## src/rtl/div_sequencer_pkg.sv

```systemverilog
// Shared types for the DIV sequencer: the core ALU op encoding, the flag index it
// consumes, and the sequencer state enum.
package div_sequencer_pkg;

  localparam int unsigned MC_ALUOp_t_BITS = 5;
  localparam int unsigned CF_IDX          = 0;

  typedef enum logic [MC_ALUOp_t_BITS-1:0] {
    ALUOp_SELA = 5'd0,
    ALUOp_SELB = 5'd1,
    ALUOp_ADD  = 5'd2,
    ALUOp_ADC  = 5'd3,
    ALUOp_SUB  = 5'd4,
    ALUOp_SBB  = 5'd5,
    ALUOp_AND  = 5'd6,
    ALUOp_OR   = 5'd7,
    ALUOp_XOR  = 5'd8,
    ALUOp_NOT  = 5'd9
  } MC_ALUOp_t;

  typedef enum logic [1:0] {
    DIV_IDLE,
    DIV_CHECK,
    DIV_ITER,
    DIV_DONE
  } div_state_t;

endpackage

```

## src/rtl/div_sequencer_iter_step.sv

```systemverilog
// One restoring-division step: choose the ALU difference or the shifted remainder,
// and shift the accept bit into the quotient register.
module div_iter_step
  import div_sequencer_pkg::*;
#(
  parameter int unsigned WIDTH = 16
) (
  input  logic [WIDTH-1:0] s,
  input  logic             t,
  input  logic [WIDTH-1:0] alu_out,
  input  logic             cf,
  input  logic [WIDTH-2:0] q,
  input  logic             is_8_bit,
  output logic [WIDTH-1:0] p_next,
  output logic [WIDTH-1:0] q_next
);

  localparam int unsigned HALF = WIDTH / 2;

  logic accept;

  always_comb begin
    // a bit shifted out of P means the true value already exceeds the divisor
    accept = t | ~cf;
    p_next = accept ? alu_out : s;
    if (is_8_bit) begin
      p_next[WIDTH-1:HALF] = '0;
    end
    q_next = {q, accept};
  end

endmodule

```

## src/rtl/div_sequencer.sv

```systemverilog
// Multi-cycle unsigned DIV controller: borrows the core ALU for a CHECK subtract and
// then one restoring-division SUB per quotient bit, for AX/r8 and DX:AX/r16 forms.
module div_sequencer
  import div_sequencer_pkg::*;
#(
  parameter int unsigned WIDTH = 16
) (
  input  logic                       clk,
  input  logic                       reset_n,
  input  logic                       start,
  input  logic                       is_8_bit,
  input  logic [2*WIDTH-1:0]         dividend,
  input  logic [WIDTH-1:0]           divisor,
  input  logic                       flush,
  output logic                       busy,
  output logic                       done,
  output logic                       div_error,
  output logic [WIDTH-1:0]           quotient,
  output logic [WIDTH-1:0]           remainder,
  output logic                       alu_req,
  output logic [WIDTH-1:0]           alu_a,
  output logic [WIDTH-1:0]           alu_b,
  output logic [MC_ALUOp_t_BITS-1:0] alu_op,
  output logic                       alu_is_8_bit,
  input  logic [WIDTH-1:0]           alu_out,
  input  logic [15:0]                alu_flags
);

  localparam int unsigned HALF = WIDTH / 2;
  localparam int unsigned CW   = $clog2(WIDTH + 1);

  div_state_t     state;
  logic [WIDTH-1:0] p;
  logic [WIDTH-1:0] q;
  logic [WIDTH-1:0] dvs;
  logic             is8;
  logic [CW-1:0]    count;

  logic [WIDTH-1:0] s;
  logic             t;
  logic [WIDTH-1:0] p_next;
  logic [WIDTH-1:0] q_next;
  logic             cf;
  logic             unused_flags;

  assign cf           = alu_flags[CF_IDX];
  assign unused_flags = ^{alu_flags[15:CF_IDX+1]};

  always_comb begin
    s = '0;
    if (is8) begin
      s[HALF-1:0] = {p[HALF-2:0], q[HALF-1]};
      t           = p[HALF-1];
    end else begin
      s = {p[WIDTH-2:0], q[WIDTH-1]};
      t = p[WIDTH-1];
    end
  end

  div_iter_step #(.WIDTH(WIDTH)) u_step (
    .s        (s),
    .t        (t),
    .alu_out  (alu_out),
    .cf       (cf),
    .q        (q[WIDTH-2:0]),
    .is_8_bit (is8),
    .p_next   (p_next),
    .q_next   (q_next)
  );

  // ALU ownership is decoded from the registered state so the core mux sees it early
  always_comb begin
    alu_req      = 1'b0;
    alu_op       = ALUOp_SELA;
    alu_a        = '0;
    alu_b        = '0;
    alu_is_8_bit = 1'b0;
    if (state == DIV_CHECK || state == DIV_ITER) begin
      alu_req      = 1'b1;
      alu_op       = ALUOp_SUB;
      alu_a        = (state == DIV_CHECK) ? p : s;
      alu_b        = dvs;
      alu_is_8_bit = is8;
    end
  end

  always_ff @(posedge clk or negedge reset_n) begin
    if (!reset_n) begin
      state     <= DIV_IDLE;
      p         <= '0;
      q         <= '0;
      dvs       <= '0;
      is8       <= 1'b0;
      count     <= '0;
      busy      <= 1'b0;
      done      <= 1'b0;
      div_error <= 1'b0;
      quotient  <= '0;
      remainder <= '0;
    end else begin
      done <= 1'b0;
      if (flush) begin
        state <= DIV_IDLE;
        busy  <= 1'b0;
      end else begin
        case (state)
          DIV_IDLE: begin
            if (start) begin
              is8       <= is_8_bit;
              div_error <= 1'b0;
              busy      <= 1'b1;
              state     <= DIV_CHECK;
              if (is_8_bit) begin
                p   <= {{HALF{1'b0}}, dividend[WIDTH-1:HALF]};
                q   <= {{HALF{1'b0}}, dividend[HALF-1:0]};
                dvs <= {{HALF{1'b0}}, divisor[HALF-1:0]};
              end else begin
                p   <= dividend[2*WIDTH-1:WIDTH];
                q   <= dividend[WIDTH-1:0];
                dvs <= divisor;
              end
            end
          end
          DIV_CHECK: begin
            if (!cf) begin
              div_error <= 1'b1;
              done      <= 1'b1;
              state     <= DIV_DONE;
            end else begin
              count <= is8 ? CW'(HALF) : CW'(WIDTH);
              state <= DIV_ITER;
            end
          end
          DIV_ITER: begin
            p     <= p_next;
            q     <= q_next;
            count <= count - CW'(1);
            if (count == CW'(1)) begin
              quotient  <= is8 ? {{HALF{1'b0}}, q_next[HALF-1:0]} : q_next;
              remainder <= p_next;
              done      <= 1'b1;
              state     <= DIV_DONE;
            end
          end
          DIV_DONE: begin
            busy  <= 1'b0;
            state <= DIV_IDLE;
          end
          default: state <= DIV_IDLE;
        endcase
      end
    end
  end

endmodule

```

## config.mk

```make
export PLATFORM = sky130hd
export DESIGN_NAME = div_sequencer
export DESIGN_NICKNAME = d
export VERILOG_FILES = /design/src/rtl/div_sequencer_pkg.sv /design/src/rtl/div_sequencer_iter_step.sv /design/src/rtl/div_sequencer.sv
export SDC_FILE = /design/constraint.sdc
export NUM_CORES = 1
export LEC_CHECK = 0
export CAP_MARGIN = 40
export CORE_MARGIN = 2
export CORE_UTILIZATION = 46
export CTS_CLUSTER_DIAMETER = 100
export CTS_CLUSTER_SIZE = 30
export DETAILED_ROUTE_END_ITERATION = 10
export PLACE_DENSITY = 0.81
export SYNTH_ARGS = -nofsm -noshare
export SYNTH_HDL_FRONTEND = slang
export SYNTH_SLANG_ARGS = --single-unit
```

## constraint.sdc

```tcl
create_clock -name clk -period 2.6 [get_ports clk]
set_input_delay 0.39 -clock clk [delete_from_list [all_inputs] [get_ports clk]]
set_output_delay 0.39 -clock clk [all_outputs]
set_load 0.05 [all_outputs]
```

### After elaboration in Yosys (flattened, before gate mapping)

Index checks and enable logic that the tools add are counted.

* input port bits: 85
* word-level logic and storage cells: 74
* output and inout bits: 74
* register bits: 91

* multiplexer cells: 37
* reduce and logical (&&, ||, !) cells: 13
* bitwise gates (word level): 3
* $add $sub $neg: 1
* equal/unequal tests: 9

Operators by type and width (count)
* $mux 16: 10
* $pmux 16 s2: 2
* $mux 8: 2
* $mux 1: 12
* $reduce_and 3->1: 4
* $mux 5: 2
* $pmux 5 s2: 1
* $pmux 2 s4: 1
* $mux 2: 3
* $ne 2x2->1 const B: 3
* $pmux 1 s2: 3
* $reduce_bool 2->1: 3
* $eq 5x1->1 const B: 1
* $sub 5x1->5 const B: 1
* $eq 2x2->1 const B: 2
* $reduce_and 2->1: 2
* $reduce_and 4->1: 1
* $mux 3: 1
* $ne 3x2->1 const B: 1
* $ne 3x3->1 const B: 1
* $reduce_bool 3->1: 1
* $eq 2x1->1 const B: 1
* $logic_not 2->1: 1
* $not 1->1: 2
* other kinds (2): 2

### Longest topological paths before layout

Gate-level depths: netlist of the first run.

* depth in word-level cells: 5
* depth in mapped cells: 9
* depth with buffers taken out: 6

### Modules after synthesis

Synthesis of the first run repeated with hierarchy kept, for this count alone.

* cell total of the unflattened synthesis: 499
* area, all modules: 5132.4 um^2

Modules (own cells, without submodules)
* div_sequencer: times used 1, cells an instance 446, seq. area each 2277.2 um^2, area each 4698.3 um^2
* div_iter_step: times used 1, cells an instance 53, seq. area each 0.0 um^2, area each 434.2 um^2

### Worst setup path before layout of the first run

Ideal clock, no wire load.

* path kind: register -> output
* start point: register state[0]
* end point: output port alu_a[10]
* stages on the path, launching flop included: 5
* required time: 2.210 ns
* arrival: 2.166 ns
* path buffers: 1
* slack: 0.044 ns
* cells stage by stage: dfrtp_1 -> inv_1 -> ha_1 -> clkbuf_1 -> nor2b_1

* word-level cells in the longest chain between the ends: 3
* elaborated cells on any way between the ends: 5
* those cells by class: eq/ne (2); mux (2); reduce/logical (1)

RTL lines
* start: declaration: line div_sequencer.sv:32 `div_state_t state;`
* start signal: assignment: line div_sequencer.sv:89 `state <= DIV_IDLE;`
* start signal: assignment: line div_sequencer.sv:103 `state <= DIV_IDLE;`
* start signal: assignment: line div_sequencer.sv:112 `state <= DIV_CHECK;`
* $eq 2x1->1 or $eq 2x2->1 (tied branches): line div_sequencer.sv:78, div_sequencer.sv:81
* $mux 16 or $logic_or 1x1->1 (tied branches): line div_sequencer.sv:81, div_sequencer.sv:78
* $mux 16 (*): line div_sequencer.sv:78 `if (state == DIV_CHECK || state == DIV_ITER) begin`
* end: declaration: line div_sequencer.sv:21 `output logic [WIDTH-1:0] alu_a,`

Mark *: on every way between the ends. The rest lies on a longest branch, timed or not.

### Worst setup path in the final report of the first run

* start point: register state[0]
* end point: output port alu_a[2]

The elaborated chain is that of the path after synthesis.

==> summary.md, run 1 <==
| Metric | Value |
|---|---|
| Outcome | `complete, no violations` |
| Sequential Area | `2280 um2` |
| Vertical die dimension | `105 um` |
| Number of warnings reported in the yosys synthesis log | `0` |
| Number of unique standard cell types used by synthesis | `41` |
| Cell mode on critical path | `buf_12` |
| Total clock sinks | `91` |
| Path type of the worst min-delay path | `input port to asynchronous set/reset pin` |
| Place WS | `0.388 ns` |
| Placed inst area | `6580 um2` |
| Core Footprint | `9860 um2` |
| Endpoint class of the critical path | `primary output` |
| Fin worst setup slack | `0.128 ns` |
| Area fraction in compound gates after synthesis | `0.131` |
| Arithmetic-cell share of the synthesized area counting full adders, half adders and majority gates | `0.0186` |
| Endpoints failing setup | `0` |
| Worst Path Required | `2.21 ns` |
| H-tree level count | `3` |
| Main combinational cell family by area after synthesis | `simple AND/OR/NAND/NOR gates` |
| Ratio of routed vias to standard cells | `between 5 and 6` |
| Iter 0 DRT Violations | `123` |
| Final total negative setup slack | `0 ns` |
| Mean instance size in the synthesized netlist | `9.77 um2` |
| Total non-filler cell area in the finished layout | `6760 um2` |
| Worst hold slack | `0.0155 ns` |
| Sequential fraction of the synthesis area | `0.483` |
| Top fanout value on the critical path | `32` |
| I/O pin count | `around 160` |
| Number of buffers on the longest clock path | `2` |
| CP max stage delay | `0.46 ns` |
| Half-perimeter wire length after detailed placement | `8910 um` |
| Area taken by multi-input logic gates | `2230 um2` |
| Global-route congestion overflow total | `0` |
| Reg-to-reg critical path endpoint | `p[11]` |
| Synth Instances | `approximately 480` |
| Clock edge transition at the registers on the reported setup and hold paths | `0.09 ns` |
| Total detailed-routing wirelength | `approximately 13000 um` |
| Reg2Reg Launch Point | `state[0]` |
| Async set-reset flop share out of synthesis | `1.00` |
| CTS Root Cell | `clkbuf_8` |
| Area growth, synth to finish | `43.6%` |
| Setup repair after global routing missed its margin | `no` |
| Most used flip-flop cell after synthesis | `dfrtp_1` |
| Total power | `8.53 mW` |
| Dpl cells | `729` |
| Vias in the first global route | `~4200` |
| # fillers | `724` |
| Number of buffers created by CTS | `9` |
| Number of enable flip-flop cells after synthesis | `0` |
| Most common cell after layout, fill and taps aside | `clkdlybuf4s50_1` |
| DR vias | `roughly 4000` |
| Arrival time of data at the critical path endpoint | `2.08 ns` |
| Number of remaining DRC errors | `0` |
| Pwr dens | `between 1000 and 1500 nW/um2` |
| Ratio of cells with drive above 1 in the final layout | `0.151` |
| Post-route non-filler standard cell count | `743` |
| Placer Congestion | `0.790` |
| Global-route usage over all layers | `0.234` |
| Synth Cell Area | `4710 um2` |
| Type of element launching the critical path | `register` |
| Length of the first detailed-routing pass in iterations | `4` |
| Most used cells in the layout excluding fill and tap cells | `103 x clkdlybuf4s50_1, 91 x dfrtp_1, 63 x nand2_1, 38 x buf_12, 36 x o21ai_0` |
| Delay-heaviest family, CP | `buffers and inverters` |
| Cell row count | `36` |
| R2R setup slack | `roughly 0.38 ns` |
| Achievable frequency | `405 MHz` |
| Pin count of the biggest net entering global routing | `52` |
| Antenna violations before repair | `0` |
| TritonCTS clock tree | `done` |
| Routed len/inst | `16.8 um` |
| Share of synthesized area spent on multiplexers | `0.130` |
| Synthesis-stage register bit count | `91` |
| Clock insertion delay at the later pin of the skew report | `approximately 0.36 ns` |
| First-pass GRT wire length | `20900 um` |
| Number of I/O port buffers | `139` |
| Xor and xnor area share after synthesis | `0` |
| Max Cap Violations | `0` |
| Final Skew | `about 0.016 ns` |
| Util after Layout | `0.686` |
| Slew at the pin with the worst max-slew slack | `~0.56 ns` |
| Initial standard-cell utilization of the core | `0.478` |
| Final antenna-violating net count | `0` |
| Fin crit share | `0.951` |
| Final period demand of the worst path | `2.47 ns` |
| Number of endpoints with negative hold slack in the final report | `0` |
| Final nets | `699` |
| Overall die width | `105 um` |
| Antenna Diode Count | `0` |
| Final slew viol count | `0` |
| Critical setup path kind | `register to primary output` |
| Highest-delay cell along the critical path | `dfrtp_1` |
| Crit path buf inv count | `3` |
| Die area | `around 11000 um2` |
| VDD IR-drop max | `0.000990 V` |
| Normalized max-slew margin | `0.627` |
| Number of cell instances on the worst register-to-register path | `6` |
| Cell chain of the critical path | `inv_1 > ha_2 > buf_12 > nor2b_1 > buf_12` |
| Area share of and/or/nand/nor cells after synthesis | `0.190` |
| Leakage power of the design | `2.89 nW` |
## worst register-to-register path, stage by stage, from the launching register on
cell     delay, ns
dfrtp_1       0.46
inv_1         0.14
ha_1          0.24
nor2b_1       0.17
or4_4         0.52
or2_0         0.39
o22ai_1       0.23
## state kept, by name, summed over array words and instances (netlist names)
| name | count |
|---|---|
| p | 16 |
| div_error | 1 |
| quotient | 16 |
| done | 1 |
| busy | 1 |
| q | 16 |
| is8 | 1 |
| state | 2 |
| dvs | 16 |
| count | 5 |
| remainder | 16 |
## how the worst max path moves through the flow
stage / slack (ns) / end / cells after the start / startpoint
floorplan: 0.04 / alu_a[10] / 4 / state[0]
global placement: 0.46 / p[15] / 4 / flush
detailed placement: 0.39 / p[11] / 6 / state[0]
CTS: 0.05 / alu_a[2] / 5 / state[0]
global route: 0.02 / alu_a[2] / 5 / state[0]
finish: 0.13 / alu_a[2] / 5 / state[0]
## final cells by class
class | instances | share of cell area
clock buffer | 10 | 0.0189
clock inverter | 4 | 0.00796
inverter | 6 | 0.00333
multi-input combinational | 346 | 0.330
sequential | 91 | 0.337
tap | 133 | 0.0246
timing repair buffer | 153 | 0.278
## power breakdown
| part | switching (mW) | internal [mW] | leakage [nW] | total (mW) |
|---|---|---|---|---|
| logic | 2.95 | 2.32 | 1.64 | 5.27 |
| clock network | 0.497 | 0.436 | 0.0844 | 0.933 |
| registers | 0.407 | 1.92 | 1.17 | 2.33 |
## Yosys cell counts, types with 4 or more instances
master / number / area share
nor2_1: 32 / 0.025
o22ai_1: 7 / 0.0093
clkbuf_1: 29 / 0.023
ha_1: 7 / 0.019
o221ai_1: 10 / 0.019
nand2b_1: 18 / 0.024
nor3b_1: 10 / 0.016
a221oi_1: 8 / 0.015
inv_1: 5 / 0.0040
nor2b_1: 18 / 0.024
a21oi_1: 24 / 0.025
mux2i_1: 33 / 0.070
mux2_2: 23 / 0.055
o31ai_1: 8 / 0.013
nor3_1: 5 / 0.0053
and2_1: 18 / 0.024
buf_4: 7 / 0.011
o21ai_0: 36 / 0.038
nand2_1: 63 / 0.050
dfrtp_1: 91 / 0.48
buf_2: 4 / 0.0042
## cell families after synthesis
| group | after synthesis |
|---|---|
| muxes | 58 |
| buffers and inverters | 48 |
| DFF | 91 |
| adders and majority gates | 7 |
| AOI/OAI and AO/OA | 100 |
| and+or+nand+nor | 177 |
| other | 1 |
## routing by layer
metal  vias up  wire length [um]  global-route usage  part of all wire
li1       1910                 -                   -                 -
met1      1949              5140               0.296              0.41
met2       146              6430               0.406              0.51
met3        24               582              0.0331             0.047
met4         0               352              0.0848             0.028
met5         -                 0                   0                 0
## timing repair
item / in CTS / in global routing
hold buffers: 0 / 0
buffers inserted: 0 / 0
resized for setup: 0 / 1
setup endpoints to repair: 0 / 2
Power figures use the tool's default switching activity.
==> inputs of run 2 (changes only) <==
--- a/config.mk
+++ b/config.mk
@@ -5,6 +5,7 @@
 export SDC_FILE = /design/constraint.sdc
 export NUM_CORES = 1
 export LEC_CHECK = 0
+export ABC_CLOCK_PERIOD_IN_PS = 2600
 export CAP_MARGIN = 40
 export CORE_MARGIN = 2
 export CORE_UTILIZATION = 46
==> results of run 2 <==
The final DEF is identical to that of run 1; final timing and power are the same.
==> inputs of run 3 (changes only) <==
--- a/config.mk
+++ b/config.mk
@@ -7,7 +7,7 @@
 export LEC_CHECK = 0
 export ABC_CLOCK_PERIOD_IN_PS = 2600
 export CAP_MARGIN = 40
-export CORE_MARGIN = 2
+export CORE_MARGIN = 1.5
 export CORE_UTILIZATION = 46
 export CTS_CLUSTER_DIAMETER = 100
 export CTS_CLUSTER_SIZE = 30
@@ -16,3 +16,4 @@
 export SYNTH_ARGS = -nofsm -noshare
 export SYNTH_HDL_FRONTEND = slang
 export SYNTH_SLANG_ARGS = --single-unit
+export TNS_END_PERCENT = 20
==> constraint.sdc (replaced) <==
create_clock -name clk -period 2.6 [get_ports clk]
set_input_delay 0.39 -clock clk [delete_from_list [all_inputs] [get_ports clk]]
set_output_delay 0.39 -clock clk [all_outputs]
set_load 0.1 [all_outputs]
==> run 3 against run 2 <==
- via count up 0.30%
- register-to-register slack worse by 0.18 ns
- first-iteration DRC count up 38%
- utilization up 0.11 points
- cell area up 0.17%
- clock-buffer cell count up 4
- die area down 1.9%
- sequential share of layout area down 0.056 points
- critical path depth up 1
- critical path type unchanged
- largest cell class is now multi-input combinational cells
- highest routed layer unchanged
==> summary.md, run 3 (synthesized netlist as in run 1, its figures left out) <==
| Metric | Value |
|---|---|
| Final Skew | `0.00767 ns` |
| Iter 0 DRT Violations | `170` |
| H-tree level count | `3` |
| Critical setup path kind | `register to primary output` |
| Cell row count | `36` |
| R2R setup slack | `0.20 ns` |
| Clock edge transition at the registers on the reported setup and hold paths | `0.08 ns` |
| Most common cell after layout, fill and taps aside | `dfrtp_1` |
| Setup repair after global routing missed its margin | `no` |
| Worst hold slack | `0.0466 ns` |
| Reg-to-reg critical path endpoint | `p[13]` |
| Most used cells in the layout excluding fill and tap cells | `91 x dfrtp_1, 68 x clkdlybuf4s50_1, 63 x nand2_1, 47 x buf_4, 37 x buf_12` |
| Normalized max-slew margin | `0.549` |
| Vias in the first global route | `4219` |
| Cell chain of the critical path | `inv_1 > ha_1 > buf_4 > mux2i_1 > nor2b_4 > buf_12` |
| Endpoints failing setup | `0` |
| Worst Path Required | `about 2.2 ns` |
| Type of element launching the critical path | `register` |
| Placer Congestion | `0.797` |
| Total detailed-routing wirelength | `12800 um` |
| Path type of the worst min-delay path | `input port to asynchronous set/reset pin` |
| Half-perimeter wire length after detailed placement | `9060 um` |
| Max Cap Violations | `0` |
| Final slew viol count | `0` |
| Highest-delay cell along the critical path | `dfrtp_1` |
| Placed inst area | `6580 um2` |
| Antenna violations before repair | `0` |
| Outcome | `complete, no violations` |
| Die area | `10900 um2` |
| Number of endpoints with negative hold slack in the final report | `0` |
| TritonCTS clock tree | `done` |
| Number of I/O port buffers | `139` |
| Reg2Reg Launch Point | `state[0]` |
| # fillers | `728` |
| Dpl cells | `729` |
| CTS hold repair buffers | `0` |
| DR vias | `between 4000 and 5000` |
| Number of setup buffers added after CTS | `0` |
| Post-route non-filler standard cell count | `between 700 and 800` |
| Total non-filler cell area in the finished layout | `6770 um2` |
| Global-route usage over all layers | `0.248` |
| Arrival time of data at the critical path endpoint | `roughly 2 ns` |
| Achievable frequency | `between 400 and 500 MHz` |
| Final period demand of the worst path | `2.44 ns` |
| CP max stage delay | `roughly 0.43 ns` |
| First-pass GRT wire length | `21300 um` |
| Length of the first detailed-routing pass in iterations | `4` |
| Antenna Diode Count | `0` |
| I/O pin count | `between 150 and 200` |
| Pin count of the biggest net entering global routing | `57` |
| Ratio of cells with drive above 1 in the final layout | `0.234` |
| Fin crit share | `0.937` |
| Routed len/inst | `about 17 um` |
| CTS Root Cell | `clkbuf_8` |
| Vertical die dimension | `around 100 um` |
| Total clock sinks | `91` |
| Number of remaining DRC errors | `0` |
| Number of buffers on the longest clock path | `2` |
| Area growth, synth to finish | `43.8%` |
| Final antenna-violating net count | `0` |
| Final total negative setup slack | `0 ns` |
| Final nets | `699` |
| Number of buffers created by CTS | `9` |
| Top fanout value on the critical path | `31` |
| Overall die width | `between 100 and 150 um` |
| Initial standard-cell utilization of the core | `0.478` |
| Core Footprint | `slightly below 10000 um2` |
| Number of cell instances on the worst register-to-register path | `6` |
| Slew at the pin with the worst max-slew slack | `0.677 ns` |
| Ratio of routed vias to standard cells | `5.43` |
| Global-route congestion overflow total | `0` |
| Clock insertion delay at the later pin of the skew report | `0.37 ns` |
| Endpoint class of the critical path | `primary output` |
## run 3: cell count changes in the layout (fill, tap and decap cells not counted), sizes merged
cell           before  now
bufinv              1    0
clkdlybuf4s50     103   68
clkbuf             10   14
buf                50   85
clkinv              1    0
clkinvlp            2    1
## run 3: worst max path at each step
stage | start | endpoint | cells past startpoint
after floorplan | state[0] | alu_b[15] | 4
after global placement | state[0] | p[15] | 6
after detailed placement | state[0] | p[13] | 6
after CTS | state[0] | alu_a[15] | 5
after global routing | state[1] | alu_a[11] | 7
final | state[1] | alu_a[4] | 6
## run 3: critical path: cells and delay by family, from the launching register on
kind,cells,cell delay (ns)
adders and majority gates,1,0.16
DFF,1,0.43
buffers and inverters,3,0.66
and+or+nand+nor,1,0.08
muxes,1,0.34
## run 3: what timing repair did
| item | CTS | global route |
|---|---|---|
| setup endpoints to repair | 0 | 11 |
| gates resized for setup | 0 | 1 |
| hold endpoints to repair | 0 | 0 |
## run 3: cell type report
type                            instances  area, um2  share of cell area
Timing Repair Buffer                  153       1790               0.264
Tap cell                              133        166              0.0246
Sequential cell                        91       2280               0.336
Inverter                                6       22.5             0.00332
Clock inverter                          1       7.51             0.00111
Multi-Input combinational cell        346       2340               0.346
Clock buffer                           14        173              0.0255
## run 3: through the flow
step	utilization	setup slack [ns]
final	0.687	0.165
after global routing	0.687	0.00532
after CTS	0.686	0.103
after detailed placement	0.667	0.305
after global placement	0.666	0.378
after floorplan	-	-0.0470
## run 3: per-layer routing
layer	vias up	track usage	wire length, um
met5	-	0	0
met4	0	0.113	410
met3	31	0.0476	530
met2	118	0.417	6460
met1	1990	0.309	5360
li1	1902	-	-
Power of run 3 is left out: the tool's default activity adds up to more than one toggle a clock period on the data nets, which glitch-free logic cannot reach.
